`config.mk`:
```
export PLATFORM = sky130hd
export DESIGN_NAME = sync_fifo_param
export DESIGN_NICKNAME = d
export VERILOG_FILES = /design/src/rtl/fifo_pkg.sv /design/src/rtl/dpMem_sc.sv /design/src/rtl/sync_fifo_param.sv
export SDC_FILE = /design/constraint.sdc
export NUM_CORES = 1
export LEC_CHECK = 0
export BUFFER_PORTS_ARGS = -buffer_cell sky130_fd_sc_hd__buf_2
export CORE_AREA = 10 10 219 263
export CTS_CLUSTER_SIZE = 30
export DETAILED_ROUTE_END_ITERATION = 10
export DIE_AREA = 0 0 229 273
export PLACE_DENSITY = 0.66
export SYNTH_ARGS = -nofsm -noshare
export SYNTH_HDL_FRONTEND = slang
export SYNTH_SLANG_ARGS = --single-unit
```
`constraint.sdc`:
```
create_clock -name clk -period 3.55 [get_ports clk]
set_input_delay 0.5325 -clock clk [delete_from_list [all_inputs] [get_ports clk]]
set_output_delay 0.5325 -clock clk [all_outputs]
set_load 0.1 [all_outputs]
```
`src/rtl/fifo_pkg.sv`:
```
// Shared definitions for the single-clock parametrised FIFO:
// default geometry, a ceiling-log2 helper and the wrap/address pointer layout.
package fifo_pkg;

    localparam int unsigned DEF_FIFO_WIDTH = 32'd8;
    localparam int unsigned DEF_FIFO_DEPTH = 32'd64;
    localparam int unsigned DEF_ADDR_WIDTH = 32'd6;

    // Ceiling log2, used to derive the address width from the depth.
    function automatic int unsigned clog2(input int unsigned value);
        int unsigned v;
        int unsigned r;
        v = value - 32'd1;
        r = 32'd0;
        for (int i = 0; i < 32; i++) begin
            if (v[i]) begin
                r = 32'(i) + 32'd1;
            end
        end
        return r;
    endfunction

    // Pointer layout for the default geometry: wrap bit above the memory address.
    typedef struct packed {
        logic                      wrap;
        logic [DEF_ADDR_WIDTH-1:0] addr;
    } fifo_ptr_t;

endpackage

```
`src/rtl/dpMem_sc.sv`:
```
// Single-clock simple dual-port memory: one write port, one registered read port.
// The array itself is never reset; only the read data register is.
module dpMem_sc
    import fifo_pkg::*;
#(
    parameter int FIFO_WIDTH = DEF_FIFO_WIDTH,
    parameter int FIFO_DEPTH = DEF_FIFO_DEPTH,
    parameter int ADDR_WIDTH = DEF_ADDR_WIDTH
) (
    input  logic                  clk,
    input  logic                  rst,
    input  logic                  we_i,
    input  logic [ADDR_WIDTH-1:0] waddr_i,
    input  logic [FIFO_WIDTH-1:0] wdata_i,
    input  logic                  re_i,
    input  logic [ADDR_WIDTH-1:0] raddr_i,
    output logic [FIFO_WIDTH-1:0] rdata_o
);

    logic [FIFO_WIDTH-1:0] mem_q [FIFO_DEPTH];
    logic [FIFO_WIDTH-1:0] rdata_q;

    // Write port: store the word at the write address.
    always_ff @(posedge clk) begin
        if (we_i) begin
            mem_q[waddr_i] <= wdata_i;
        end
    end

    // Read port: capture the addressed word (old contents on a same-address write), hold otherwise.
    always_ff @(posedge clk or posedge rst) begin
        if (rst) begin
            rdata_q <= '0;
        end else if (re_i) begin
            rdata_q <= mem_q[raddr_i];
        end
    end

    assign rdata_o = rdata_q;

endmodule

```
`src/rtl/sync_fifo_param.sv`:
```
// Single-clock parametrised FIFO with exact occupancy, programmable almost
// flags and sticky overflow/underflow. Define SYNC_FIFO_FWFT_EN for
// first-word-fall-through output; otherwise reads have one cycle of latency.
module sync_fifo_param
    import fifo_pkg::*;
#(
    parameter int FIFO_WIDTH = DEF_FIFO_WIDTH,
    parameter int FIFO_DEPTH = DEF_FIFO_DEPTH,
    parameter int ADDR_WIDTH = clog2(FIFO_DEPTH)
) (
    input  logic                  clk,
    input  logic                  rst,
    input  logic [FIFO_WIDTH-1:0] dataIn,
    input  logic                  fifoWEn,
    input  logic                  fifoREn,
    input  logic                  forceEmpty,
    input  logic [ADDR_WIDTH:0]   afThresh,
    input  logic [ADDR_WIDTH:0]   aeThresh,
    input  logic                  clrErr,
    output logic [FIFO_WIDTH-1:0] dataOut,
    output logic                  fifoFull,
    output logic                  fifoEmpty,
    output logic                  almostFull,
    output logic                  almostEmpty,
    output logic [ADDR_WIDTH:0]   numElementsInFifo,
    output logic                  overflow,
    output logic                  underflow
);

    localparam logic [ADDR_WIDTH:0] DEPTH_C = (ADDR_WIDTH+1)'(FIFO_DEPTH);
    localparam logic [ADDR_WIDTH:0] ONE_C   = (ADDR_WIDTH+1)'(32'd1);

    logic [ADDR_WIDTH:0] wr_ptr_q, wr_ptr_d;
    logic [ADDR_WIDTH:0] rd_ptr_q, rd_ptr_d;
    logic [ADDR_WIDTH:0] mem_count_q, mem_count_d;
    logic [ADDR_WIDTH:0] count_q, count_d;
    logic                full_q, full_d;
    logic                empty_q, empty_d;
    logic                af_q, af_d;
    logic                ae_q, ae_d;
    logic                ovf_q, ovf_d;
    logic                unf_q, unf_d;
    logic                mem_rd_s;
    logic                wr_acc_s;
    logic                mem_we_s;
    logic                mem_re_s;
    logic                ovf_set_s;
    logic                unf_set_s;

`ifdef SYNC_FIFO_FWFT_EN
    logic ovalid_q, ovalid_d;
    logic mem_empty_s;
    logic user_pop_s;

    // Prefetch from memory whenever the output register is free or being popped.
    assign mem_empty_s = (mem_count_q == '0);
    assign user_pop_s  = fifoREn & ovalid_q;
    assign mem_rd_s    = ~mem_empty_s & (~ovalid_q | user_pop_s);

    // Output register occupancy: filled by a prefetch, emptied by a pop or a flush.
    always_comb begin
        ovalid_d = ovalid_q;
        if (forceEmpty) begin
            ovalid_d = 1'b0;
        end else if (mem_rd_s) begin
            ovalid_d = 1'b1;
        end else if (user_pop_s) begin
            ovalid_d = 1'b0;
        end else begin
            ovalid_d = ovalid_q;
        end
    end

    // Output register valid flag.
    always_ff @(posedge clk or posedge rst) begin
        if (rst) begin
            ovalid_q <= 1'b0;
        end else begin
            ovalid_q <= ovalid_d;
        end
    end

    assign count_d = mem_count_d + {{ADDR_WIDTH{1'b0}}, ovalid_d};
    assign empty_d = ~ovalid_d;
`else
    assign mem_rd_s = fifoREn & ~empty_q;
    assign count_d  = mem_count_d;
    assign empty_d  = (mem_count_d == '0);
`endif

    // A full FIFO still takes a write when a word leaves memory in the same cycle.
    assign wr_acc_s  = fifoWEn & (~full_q | mem_rd_s);
    assign mem_we_s  = wr_acc_s & ~forceEmpty;
    assign mem_re_s  = mem_rd_s & ~forceEmpty;
    assign ovf_set_s = fifoWEn & ~wr_acc_s & ~forceEmpty;
    assign unf_set_s = fifoREn & empty_q & ~forceEmpty;

    // Pointer and memory occupancy next state; a flush overrides any traffic.
    always_comb begin
        wr_ptr_d    = wr_ptr_q;
        rd_ptr_d    = rd_ptr_q;
        mem_count_d = mem_count_q;
        if (forceEmpty) begin
            wr_ptr_d    = '0;
            rd_ptr_d    = '0;
            mem_count_d = '0;
        end else begin
            if (wr_acc_s) begin
                wr_ptr_d = wr_ptr_q + ONE_C;
            end else begin
                wr_ptr_d = wr_ptr_q;
            end
            if (mem_rd_s) begin
                rd_ptr_d = rd_ptr_q + ONE_C;
            end else begin
                rd_ptr_d = rd_ptr_q;
            end
            case ({wr_acc_s, mem_rd_s})
                2'b10:   mem_count_d = mem_count_q + ONE_C;
                2'b01:   mem_count_d = mem_count_q - ONE_C;
                default: mem_count_d = mem_count_q;
            endcase
        end
    end

    // Status flags from the next occupancy; sticky errors where a new error beats a clear.
    always_comb begin
        full_d = (mem_count_d == DEPTH_C);
        af_d   = 1'b0;
        ae_d   = 1'b0;
        if (afThresh == '0) begin
            af_d = 1'b1;
        end else begin
            af_d = (count_d >= afThresh);
        end
        if (aeThresh >= DEPTH_C) begin
            ae_d = 1'b1;
        end else begin
            ae_d = (count_d <= aeThresh);
        end
        if (ovf_set_s) begin
            ovf_d = 1'b1;
        end else if (clrErr) begin
            ovf_d = 1'b0;
        end else begin
            ovf_d = ovf_q;
        end
        if (unf_set_s) begin
            unf_d = 1'b1;
        end else if (clrErr) begin
            unf_d = 1'b0;
        end else begin
            unf_d = unf_q;
        end
    end

    // Pointer, occupancy and flag registers.
    always_ff @(posedge clk or posedge rst) begin
        if (rst) begin
            wr_ptr_q    <= '0;
            rd_ptr_q    <= '0;
            mem_count_q <= '0;
            count_q     <= '0;
            full_q      <= 1'b0;
            empty_q     <= 1'b1;
            af_q        <= 1'b0;
            ae_q        <= 1'b1;
            ovf_q       <= 1'b0;
            unf_q       <= 1'b0;
        end else begin
            wr_ptr_q    <= wr_ptr_d;
            rd_ptr_q    <= rd_ptr_d;
            mem_count_q <= mem_count_d;
            count_q     <= count_d;
            full_q      <= full_d;
            empty_q     <= empty_d;
            af_q        <= af_d;
            ae_q        <= ae_d;
            ovf_q       <= ovf_d;
            unf_q       <= unf_d;
        end
    end

    dpMem_sc #(
        .FIFO_WIDTH (FIFO_WIDTH),
        .FIFO_DEPTH (FIFO_DEPTH),
        .ADDR_WIDTH (ADDR_WIDTH)
    ) u_mem (
        .clk     (clk),
        .rst     (rst),
        .we_i    (mem_we_s),
        .waddr_i (wr_ptr_q[ADDR_WIDTH-1:0]),
        .wdata_i (dataIn),
        .re_i    (mem_re_s),
        .raddr_i (rd_ptr_q[ADDR_WIDTH-1:0]),
        .rdata_o (dataOut)
    );

    assign fifoFull          = full_q;
    assign fifoEmpty         = empty_q;
    assign almostFull        = af_q;
    assign almostEmpty       = ae_q;
    assign numElementsInFifo = count_q;
    assign overflow          = ovf_q;
    assign underflow         = unf_q;

endmodule

```
# ---- Word-level counts from Yosys, hierarchy flattened
# Memory sizes are Yosys's and may differ from the RTL's. A register that Yosys moved wholly into a read port is not among the register bits.
# Cells that the tools add are included.
# W data, S select, Z words.
dict set report totals {
  register_bits 27
  ramBits 512
  inputBits 28
  output_inout_bits 21
  elab_cells 52
  n_memories 1
}
dict set report op_classes {
  add_sub_neg 4
  magnitude_cmp 3
  n_eq_ne 3
  n_mux 13
  n_bitwise 13
  reduce_logical 6
}
# name depth word_bits read_ports rd_clocked_by_memory_dff write_ports line_no
set mem_list {}
lappend mem_list {u_mem.mem_q 64 8 1 1 1 dpMem_sc.sv:20} ;# logic [FIFO_WIDTH-1:0] mem_q [FIFO_DEPTH];
# cell count
set op_table {}
lappend op_table {{$mux W7} 5}
lappend op_table {{$add A7 B1 Y7 const B} 3}
lappend op_table {{$logic_not A7 Y1} 2}
lappend op_table {{$pmux W7 S2} 1}
lappend op_table {{$and A1 B1 Y1} 8}
lappend op_table {{$reduce_bool A2 Y1} 4}
lappend op_table {{$eq A7 B7 Y1 const B} 1}
lappend op_table {{$ge A7 B7 Y1} 1}
lappend op_table {{$ge A7 B7 Y1 const B} 1}
lappend op_table {{$le A7 B7 Y1} 1}
lappend op_table {{$mux W1} 7}
lappend op_table {{$sub A7 B1 Y7 const B} 1}
lappend op_table {{$not A1 Y1} 4}
lappend op_table {{$eq A2 B1 Y1 const B} 1}
lappend op_table {{$eq A2 B2 Y1 const B} 1}
lappend op_table {{$or A1 B1 Y1} 1}

# ---- Depth between registers and ports, before layout
dict set report depth {
  ltp_word 9
  mapped_depth 18
  ltp_nobuf 17
}

# ---- By module
# From an unflattened synthesis, not the netlist that was laid out.
dict set report hier_totals {
  hier_cells 1137
  area_unflattened_um2 21996.1
}
# mod instances cells_each area_per_inst_um2 seq_area_each_um2
set by_module_without_submodules {}
lappend by_module_without_submodules {dpMem_sc 1 939 20233.2 15574.9}
lappend by_module_without_submodules {sync_fifo_param 1 198 1762.9 628.1}

# ---- Worst setup path after synthesis
# OpenSTA, ideal clock, no wires.
dict set report synth_path {
  kind {flip-flop to flip-flop}
  start {register full_q (netlist: fifoFull)}
  end {register af_q (netlist: almostFull)}
  setup_ns 0.136
  arrival_ns 3.907
  slack_ns -0.493
  stages_incl_launch_ff 15
  n_path_buf 1
  synth_period_minus_slack_ns 4.043
  path_cell_list {dfrtp_1 a21oi_1 inv_2 ha_1 clkbuf_1 xor2_1 ha_1 and3b_1 o21ai_0 nand4_1 o31ai_1 mux2_2 ha_1 a221oi_1 o21ai_0}
}
dict set report synth_between {
  elab_chain_len 8
  word_cells_on_any_way 9
  cone_classes {order compare: 1; eq/ne: 2; mux: 3; bitwise: 3}
}
# item line_no
set synth_rtl {}
lappend synth_rtl {{from (decl)} sync_fifo_param.sv:37} ;# logic full_q, full_d;
lappend synth_rtl {{from (signal assigned)} sync_fifo_param.sv:175} ;# full_q <= full_d;
lappend synth_rtl {{$not A1 Y1 *} sync_fifo_param.sv:92} ;# assign wr_acc_s = fifoWEn & (~full_q | mem_rd_s);
lappend synth_rtl {{$or A1 B1 Y1 *} sync_fifo_param.sv:92}
lappend synth_rtl {{$and A1 B1 Y1 *} sync_fifo_param.sv:92}
lappend synth_rtl {{$eq A2 B1 Y1 or $eq A2 B2 Y1 (tied branches)} sync_fifo_param.sv:118} ;# case ({wr_acc_s, mem_rd_s})
lappend synth_rtl {{$pmux W7 S2 *} sync_fifo_param.sv:118}
lappend synth_rtl {{$mux W7 *} sync_fifo_param.sv:103} ;# if (forceEmpty) begin
lappend synth_rtl {{via count_d[6]} sync_fifo_param.sv:36} ;# logic [ADDR_WIDTH:0] count_q, count_d;
lappend synth_rtl {{$ge A7 B7 Y1 *} sync_fifo_param.sv:134} ;# af_d = (count_d >= afThresh);
lappend synth_rtl {{$mux W1 *} sync_fifo_param.sv:131} ;# if (afThresh == '0) begin
lappend synth_rtl {{via af_d} sync_fifo_param.sv:39} ;# logic af_q, af_d;
lappend synth_rtl {{to (signal assigned)} sync_fifo_param.sv:166} ;# af_q <= 1'b0;
lappend synth_rtl {{to (signal assigned)} sync_fifo_param.sv:177} ;# af_q <= af_d;
lappend synth_rtl {{to (decl)} sync_fifo_param.sv:39}
# The timed path passes the listed nets; every way through them passes the cells marked *.
# A chain may end at the register's enable or synchronous reset.

# ---- Final worst setup path
dict set report layout_path {
  start {register empty_q (netlist: fifoEmpty)}
  end {register ae_q (netlist: almostEmpty)}
}
dict set report layout_between {
  elab_chain_len 9
  word_cells_on_any_way 10
  cone_classes {order compare: 1; eq/ne: 2; mux: 3; bitwise: 4}
}
# item line_no
set layout_rtl {}
lappend layout_rtl {{from (decl)} sync_fifo_param.sv:38} ;# logic empty_q, empty_d;
lappend layout_rtl {{from (signal assigned)} sync_fifo_param.sv:176} ;# empty_q <= empty_d;
lappend layout_rtl {{$not A1 Y1 *} sync_fifo_param.sv:86} ;# assign mem_rd_s = fifoREn & ~empty_q;
lappend layout_rtl {{$and A1 B1 Y1 *} sync_fifo_param.sv:86}
lappend layout_rtl {{$or A1 B1 Y1} sync_fifo_param.sv:92}
lappend layout_rtl {{$and A1 B1 Y1} sync_fifo_param.sv:92}
lappend layout_rtl {{$eq A2 B1 Y1 or $eq A2 B2 Y1 (tied branches)} sync_fifo_param.sv:118}
lappend layout_rtl {{$pmux W7 S2 *} sync_fifo_param.sv:118}
lappend layout_rtl {{$mux W7 *} sync_fifo_param.sv:103}
lappend layout_rtl {{via count_d[6]} sync_fifo_param.sv:36}
lappend layout_rtl {{$le A7 B7 Y1 *} sync_fifo_param.sv:139} ;# ae_d = (count_d <= aeThresh);
lappend layout_rtl {{$mux W1 *} sync_fifo_param.sv:136} ;# if (aeThresh >= DEPTH_C) begin
lappend layout_rtl {{via ae_d} sync_fifo_param.sv:40} ;# logic ae_q, ae_d;
lappend layout_rtl {{to (signal assigned)} sync_fifo_param.sv:167} ;# ae_q <= 1'b1;
lappend layout_rtl {{to (signal assigned)} sync_fifo_param.sv:178} ;# ae_q <= ae_d;
lappend layout_rtl {{to (decl)} sync_fifo_param.sv:40}
# Marked as above.

==> results.py <==
metrics = {
    "timing": {
        "finalCritPeriodShare_pct": 94.8,
        "max_slew.worst_pin.slew_ns": 1.28,
        "rsz0062_at_grt": "no",
        "timing.hold.ws_ns": 0.145,
        "worst_slew_margin_rel_pct": 14.7,
        "drv_slew": 0,
        "setup_violations": 0,
        "tns_ns": 0,
        "skew_ns": 0.0263,
        "post-route-min-period_ns": 3.37,
        "maxClockFrequency_mhz": 297,
        "timing_hold_violations_final": 0,
    },
    "floorplan": {
        "fp-row-count": 92,
        "die_area_um2": 62500,
        "start_util_pct": 41.7,
        "chipWidth_um": 229,
        "pin_count": 49,
        "core_area_um2": 52300,
        "die_h_um": 273,
    },
    "synthesis": {
        "ys_ff_latch": 545,
        "synth_fp_nets": 1184,
        "synth.area.top_cells": "edfxtp_1, mux4_2, dfrtp_1",
        "syn_area_per_cell_um2": 19.2,
        "yosysWarnings": 0,
        "yosys.area.top_type_share_pct": 70.6,
        "yosys.area.top_type": "edfxtp_1",
        "seq_area_frac_synth_pct": 74.4,
        "async_flop_share_pct": 6.06,
        "synth_edf_count": 512,
        "ys_types": 57,
        "netlist_area_um2": 21800,
        "netlist_instances": 1137,
        "synthFlopType": "edfxtp_1",
    },
    "final_layout": {
        "fin_nets": 1327,
        "fill_cells": 4282,
        "antenna_cells": 0,
        "fin_cells": 2023,
        "drive_gt1_share_pct": 27.9,
        "final_common_cell": "edfxtp_1",
        "final_cell_mix": "edfxtp_1, mux4_2, buf_4",
        "syn_to_final_growth_pct": 15.7,
    },
    "setup_path": {
        "reg2reg_slack_ns": 0.18,
        "start_kind": "register",
        "slowest_delay_ns": 0.48,
        "r2r_end": "almostEmpty",
        "crit_path_end": "almostEmpty",
        "r2r_start": "fifoEmpty",
        "rr_worst_depth": 15,
        "cp-startpoint": "fifoEmpty",
        "cp.required_ns": 4.03,
        "slowest_stage": "dfstp_4",
        "cp_common_cell": "o21ai_0",
        "crit_chain": "nand2b_4, a21oi_4, inv_2, ha_4, xor2_1, ha_2, and3b_1, o21ai_0, nand4_1, o31ai_2, mux2_4, ha_1, nand3_1, o21ai_0, o211ai_1",
        "worst-setup-path-type": "register to register",
        "end_kind": "register",
        "worst-path-max-fanout": 5,
        "arrival_ns": 3.84,
    },
    "clock_network": {
        "htreeDepth": 2,
        "cts_max_path_buffers": 3,
        "root_buffer": "clkbuf_16",
        "cts_tree": "done",
        "cts_num_sinks": 545,
        "numCtsBuffers": 48,
        "insertion_delay_ns": 0.58,
        "clk_pin_slew_ns": 0.06,
    },
    "place": {
        "dp.cells": 1935,
        "hpwl_mm": 30.7,
        "io_buffers": 48,
        "globalplace.congestion": 0.794,
    },
    "pwr": {
        "p_leak_uw": 0.00821,
        "peakVddDrop_uv": 548,
        "p_per_area_nw_per_um2": 615,
    },
    "routing": {
        "wl_per_cell_um": 24.4,
        "via_per_inst": 5.57,
        "initialDrtViolationCount": 1001,
        "ant_nets": 0,
        "first_pass_iters": 5,
        "vias": 11300,
        "drt-total-wl_mm": 49.3,
        "drc_errors": 0,
    },
    "grt": {
        "grt_max_degree": 65,
        "grt_pass1_vias": 11700,
        "grt.total_usage_pct": 15.8,
        "antenna_found_initial": 1,
        "grt-ovfl-total": 0,
        "grt_first_pass_wirelength_mm": 75.4,
    },
    "status": {
        "status": "completed",
    },
    "worst_hold_path": {
        "hp-class": "primary input to asynchronous set/reset pin",
    },
    "job": {
        "max-cap-violations": 0,
    },
}
==> synthesized netlist by cell type (all sizes together), types with 3 or more instances <==
| master | n |
|---|---|
| nor3 | 7 |
| nand3b | 6 |
| mux4 | 116 |
| mux2 | 3 |
| o22ai | 9 |
| nand2b | 6 |
| a21o | 7 |
| inv | 20 |
| a211oi | 9 |
| nand3 | 9 |
| a211o | 3 |
| nor3b | 3 |
| dfrtp | 31 |
| a221o | 5 |
| buf | 37 |
| edfxtp | 512 |
| a22oi | 13 |
| nor2b | 9 |
| mux2i | 45 |
| a22o | 9 |
| xor2 | 9 |
| a221oi | 4 |
| a2111oi | 4 |
| a21oi | 22 |
| nor2 | 92 |
| o21ai | 28 |
| or3 | 3 |
| nand2 | 25 |
| a32oi | 3 |
| ha | 19 |
| nand4 | 5 |
| clkbuf | 27 |
| o221ai | 8 |
| or3b | 3 |
| xnor2 | 6 |
==> area by class of cell <==
cell class	instances	area [µm²]	area share, %
clock buffer	63	1370	5.44
clock inverter	25	290	1.15
inverter	20	75.1	0.298
multi-input combinational	508	5260	20.9
sequential	545	16200	64.3
tap	705	882	3.50
timing repair buffer	157	1110	4.40
==> kinds of logic after synthesis <==
| group | after synthesis | synth area share (%) |
|---|---|---|
| DFF | 545 | 74.4 |
| and+or+nand+nor | 177 | 3.78 |
| muxes | 164 | 14.2 |
| AOI/OAI and AO/OA | 133 | 4.22 |
| buffers and inverters | 84 | 1.73 |
| adders and majority gates | 19 | 1.09 |
| xor gates and xnor gates | 15 | 0.603 |
==> state kept, by name (all words and copies together) (netlist names) <==
register           flops
u_mem.rdata_o          8
fifoFull               1
rd_ptr_q               6
numElementsInFifo      7
overflow               1
fifoEmpty              1
wr_ptr_q               6
almostFull             1
u_mem.mem_q          512
almostEmpty            1
underflow              1
==> metrics by stage <==
step / setup WS [ns] / utilization (%) / power, µW / area, µm²
6_report: 0.183 / 48.2 / 15500 / 25200
4_1_cts: 0.177 / 48.2 / 15600 / 25200
3_5_place_dp: 0.0664 / 45.0 / 10200 / 23500
3_3_place_gp: 0.159 / 45.0 / 10200 / 23500
5_1_grt: 0.00700 / 48.2 / 16000 / 25200
2_1_floorplan: 0.00787 / - / 9470 / 21800
==> worst max-delay path: cells and delay by family (launching register included) <==
kind            cells  cell delay (ns)
simple gates        4             0.59
flops               1             0.48
compound gates      5             0.90
buf+inv             1             0.08
fa+ha+maj           3             0.70
xor+xnor            1             0.16
mux                 1             0.37
==> where the power goes <==
part / total [µW] / switching [µW] / internal (µW)
sequential: 7340 / 187 / 7150
clock: 5420 / 2260 / 3160
combinational: 2730 / 1700 / 1030
total: 15500 / 4150 / 11300
==> routing by layer <==
metal	part of all wire (%)	vias to the layer above	track usage [%]	wire, µm
met5	0.036	-	0	18
met1	41	5935	20.0	20100
li1	-	4911	-	-
met2	52	339	27.8	25700
met4	2.4	2	4.67	1160
met3	4.8	79	2.05	2350
==> worst min path at each step <==
stage,end,startpoint,cells past startpoint
6_report,u_mem.rdata_o[2],rst,2
5_1_grt,overflow,clrErr,2
4_1_cts,overflow,clrErr,2
3_5_place_dp,u_mem.rdata_o[7],u_mem.rdata_o[7],2
3_3_place_gp,u_mem.rdata_o[7],u_mem.rdata_o[7],2
2_1_floorplan,rd_ptr_q[5],rd_ptr_q[5],2
==> repair_timing <==
action | 4_1_cts | 5_1_grt
gates resized for setup | 0 | 2
endpoints found under the setup margin | 0 | 2
hold buffers | 0 | 0
setup buffers | 0 | 0
hold endpoints to repair | 0 | 0
(Power assumes the default switching activity.)
